<file path="config.mk">
export PLATFORM = sky130hd
export DESIGN_NAME = sram_controller
export DESIGN_NICKNAME = d
export VERILOG_FILES = /design/src/rtl/sram_controller.sv
export SDC_FILE = /design/constraint.sdc
export NUM_CORES = 1
export LEC_CHECK = 0
export BUFFER_PORTS_ARGS = -buffer_cell sky130_fd_sc_hd__buf_4
export CORE_MARGIN = 2
export CORE_UTILIZATION = 46
export DETAILED_ROUTE_END_ITERATION = 10
export PLACE_DENSITY = 0.82
export SETUP_SLACK_MARGIN = 0.05
export SLEW_MARGIN = 15
export SYNTH_ARGS = -nofsm -noshare
export SYNTH_HDL_FRONTEND = slang
export SYNTH_SLANG_ARGS = --single-unit
</file>
<file path="constraint.sdc">
create_clock -name clk -period 3.6 [get_ports clk]
set_clock_uncertainty 0.15 [all_clocks]
set_input_delay 0.72 -clock clk [delete_from_list [all_inputs] [get_ports clk]]
set_output_delay 0.72 -clock clk [all_outputs]
set_load 0.01 [all_outputs]
</file>
<file path="src/rtl/sram_controller.sv">
// Splits each 32-bit MEM-stage load/store into two 16-bit SRAM accesses
// (low half first), each held for WAIT_STATES+1 cycles, stalling via ready.
module sram_controller #(
  parameter int          WAIT_STATES = 1,
  parameter logic [31:0] DATA_BASE   = 32'd1024
) (
  input  logic        clk,
  input  logic        rst,
  input  logic        rd_en,
  input  logic        wr_en,
  input  logic [31:0] address,
  input  logic [31:0] write_data,
  output logic [31:0] read_data,
  output logic        ready,
  output logic [17:0] sram_addr,
  input  logic [15:0] sram_dq_in,
  output logic [15:0] sram_dq_out,
  output logic        sram_dq_oe,
  output logic        sram_we_n
);

  typedef enum logic [1:0] {IDLE, LO, HI, DONE} state_t;

  localparam logic [3:0] WS = 4'(WAIT_STATES);

  state_t      state;
  logic [3:0]  cnt;
  logic        op_wr;
  logic [16:0] word;
  logic [31:0] wdata;
  logic [31:0] offset;
  logic        unused_offset_bits;

  // Only bits [18:2] of the rebased address select an SRAM word.
  assign offset             = address - DATA_BASE;
  assign unused_offset_bits = ^{offset[31:19], offset[1:0]};

  assign ready = (state == DONE) | ((state == IDLE) & ~rd_en & ~wr_en);

  // Bus outputs are registered: they are loaded on the edge entering each phase.
  always_ff @(posedge clk or posedge rst) begin
    if (rst) begin
      state       <= IDLE;
      cnt         <= 4'd0;
      op_wr       <= 1'b0;
      word        <= 17'd0;
      wdata       <= 32'd0;
      read_data   <= 32'd0;
      sram_addr   <= 18'd0;
      sram_dq_out <= 16'd0;
      sram_dq_oe  <= 1'b0;
      sram_we_n   <= 1'b1;
    end else begin
      case (state)
        IDLE: begin
          if (wr_en | rd_en) begin
            op_wr       <= wr_en;
            word        <= offset[18:2];
            wdata       <= write_data;
            cnt         <= 4'd0;
            state       <= LO;
            sram_addr   <= {offset[18:2], 1'b0};
            sram_we_n   <= ~wr_en;
            sram_dq_oe  <= wr_en;
            sram_dq_out <= wr_en ? write_data[15:0] : 16'd0;
          end
        end
        LO: begin
          if (cnt == WS) begin
            if (!op_wr) read_data[15:0] <= sram_dq_in;
            cnt         <= 4'd0;
            state       <= HI;
            sram_addr   <= {word, 1'b1};
            sram_dq_out <= op_wr ? wdata[31:16] : 16'd0;
          end else begin
            cnt <= cnt + 4'd1;
          end
        end
        HI: begin
          if (cnt == WS) begin
            if (!op_wr) read_data[31:16] <= sram_dq_in;
            cnt         <= 4'd0;
            state       <= DONE;
            sram_addr   <= 18'd0;
            sram_we_n   <= 1'b1;
            sram_dq_oe  <= 1'b0;
            sram_dq_out <= 16'd0;
          end else begin
            cnt <= cnt + 4'd1;
          end
        end
        DONE:    state <= IDLE;
        default: state <= IDLE;
      endcase
    end
  end

endmodule

</file>
==> run metrics <==
Overall Global Routing Usage=0.1933; Crit path max-delay family=simple AND/OR/NAND/NOR gates; Main synth FF type=dfrtp_1; post-route cell area=~0.0061 sq mm; area share of the largest cell type after synthesis=0.5696; worst path required time=2730 ps; CTS Buf Count=9; synthesized net count=490; most area-hungry cell type in the Yosys netlist=dfrtp_1; status=completed; Mapped Cells=397; RSZ-0062 raised after global routing=false; Die Y-Extent=105.1 microns; DRT Pass-1 Iters=5; relative slew slack=0.4004; die area=0.01104 sq mm; Leakage=2.785 nW; cell-internal power=3.577 mW; critical path depth=5; switching pwr=2.227 mW; drt via density=5.274; vias in the first global route=3530; CP Class=reg2out; Buf/Inv on CP=2; hold buffer count at CTS=0; Net count, final=622; RD Place Congestion=roughly 0.8; Synth Cell Area=about 0.0047 sq mm; Synthesis Warnings=0; Mean Syn Cell Area=11.84 sq um; Post-DP Area=0.005873 sq mm; Initial Utilization=0.4765; Final ANT Viol Nets=0; VDD IR max=around 0.45 mV; crit-path cells=inv_1 -> ha_1 -> nor3b_2 -> or2_2 -> buf_4; Area Overhead vs Synth=29.31%; Detailed Route WL=10340 microns; Starting DRT DRC Count=173; WL/cell=15.50 microns; post-synthesis register bit count=108; Tightest Hold Check Type=reg2reg; element type at the critical path end=output pin; final setup vio count=0; num rows=36; crit path DAT=2100 ps; Switching Fraction=0.3837; sequential area share after synthesis=0.5752; Resize count post-CTS=0; worst skew pair latency=360 ps; Clk Tree Root Cell=clkbuf_8; crit-path max FO=8; Worst-path clk slew=~90 ps; crit path time final=2967 ps; combinational share of power=0.494; DP HPWL=7485 microns; H-tree depth=3; Synth cell types=47; initial antenna violation count=0; antenna cells=0; # DRC=0; startpoint types=flip-flop; Die Wd=105.1 microns; Final Power=5.804 mW; Final Hold Viols=0; Min Hold Slack=342.6 ps; # port buffers=137; layout cells sized above 1=0.4288; gr ovfl total=0; io pins=153; Post-synth EDFFs=0; Clock Tree Buf Depth=2; TNS Setup=0 ps; Final period util=0.8241; achievable frequency=between 0.3 and 0.4 GHz; Clock power frac=0.129; Flop pwr share=0.377; CTS tree=done; actual slew at the worst max-slew pin=896.0 ps; Pwr Density=954.9 mW/mm^2; post-CTS setup buffers=0; top area cells in the synthesized netlist=dfrtp_1, mux2_2, a21oi_1; asr flop ratio synth=1.000; via count=3518; R2R depth=7; first-pass GRT wire length=around 17000 microns; largest net degree at the start of global routing=50; slowest CP cell=nor3b_2; Core Area=0.009864 sq mm; CP max stage delay=530 ps; worst hold stages=2; CTS sink count=108; final slew viol count=0; total of max-cap violations=0
[registers in the layout, indices dropped and copies added, names as in the netlist]
name         cells
cnt              4
op_wr            1
read_data       32
sram_addr       18
sram_dq_oe       1
sram_dq_out     16
sram_we_n        1
state            2
wdata           16
word            17
[worst reg2reg max path, delay by kind of cell (launching register included)]
kind,cells,cell delay (ps)
AOI/OAI and AO/OA,2,860
and+or+nand+nor,2,590
DFF,1,410
buffers and inverters,2,400
adders and majority gates,1,130
[power groups by stage]
stage               sequential, mW  combinational [mW]  clock (mW)
floorplan                     2.34                1.67           0
global placement              2.16                2.80           0
detailed placement            2.20                2.92           0
CTS                           2.19                2.92       0.773
global route                  2.26                3.18       0.818
finish                        2.19                2.87       0.748
[final timing paths]
| kind | startpoint | end | slack, ps |
|---|---|---|---|
| min in group asynchronous | rst | read_data[4]$_DFFE_PP0P_ | 350 |
| worst max register to register | cnt[1]$_DFFE_PP0P_ | sram_addr[17]$_DFFE_PP0P_ | 970 |
| worst max-delay path | state[0]$_DFFE_PP0P_ | ready | 630 |
| worst min-delay path | word[12]$_DFFE_PP0P_ | word[12]$_DFFE_PP0P_ | 340 |
| max in group asynchronous | rst | sram_we_n$_DFFE_PP1P_ | 2180 |
| worst min register to register | word[12]$_DFFE_PP0P_ | word[12]$_DFFE_PP0P_ | 340 |
[layout make-up]
class	instances	area [sq um]
inverters	10	41.29
multi-input cells	254	1841
fillers	805	3786
repair buffers	146	1121
clock inverters	7	81.33
flip-flops and latches	108	2704
clock buffers	9	123.9
well taps	133	166.4
[placed cells by master, fill, tap and decap left out, types with 10 or more instances in the layout]
cell type,Yosys,final
a21oi_1,30,30
a22oi_1,17,17
a31oi_1,13,13
buf_4,5,144
dfrtp_1,107,107
mux2_2,57,57
nand2_1,17,17
nor2_1,36,36
nor2b_1,10,10
o21ai_0,14,14
[routing by layer]
layer	GRT usage	vias to the layer above	wire, microns
li1	-	1657	-
met5	0	-	0
met4	0.05524	0	100
met3	0.06925	10	917
met2	0.3205	133	5038
met1	0.2386	1718	4279
[cells by family after synthesis]
| kind of cell | after synthesis | share of synthesized area |
|---|---|---|
| AO/OA/AOI/OAI | 90 | 0.1195 |
| XOR/XNOR | 6 | 0.01118 |
| adder cells (fa/ha/maj) | 9 | 0.02396 |
| buffers and inverters | 35 | 0.03567 |
| flip-flops | 108 | 0.5752 |
| multiplexers | 59 | 0.1411 |
| AND/OR/NAND/NOR | 90 | 0.09343 |
[cells in the mapped netlist (all sizes together), types with 2 or more instances]
cell type  instances
buf               17
nor2b             10
o211ai             2
xnor2              5
nand2b             2
clkbuf             8
o21a               2
mux2              58
or2                2
inv               10
a21oi             30
a31oi             13
ha                 9
nand2             19
o221ai             2
nand4              2
nor3b              3
nand3              6
nor2              37
dfrtp            107
a21o               2
o21ai             16
nor4               3
a22oi             17
[through the flow]
step | setup WS, ps | cells | utilization
3_5_place_dp | 998.3 | 651 | 0.5954
4_1_cts | 623.5 | 667 | 0.6162
3_3_place_gp | 1057 | 651 | 0.5954
5_1_grt | 498.4 | 667 | 0.6162
2_1_floorplan | 1263 | 397 | -
6_report | 633.3 | 667 | 0.6162
Power figures use the tool's default switching activity.
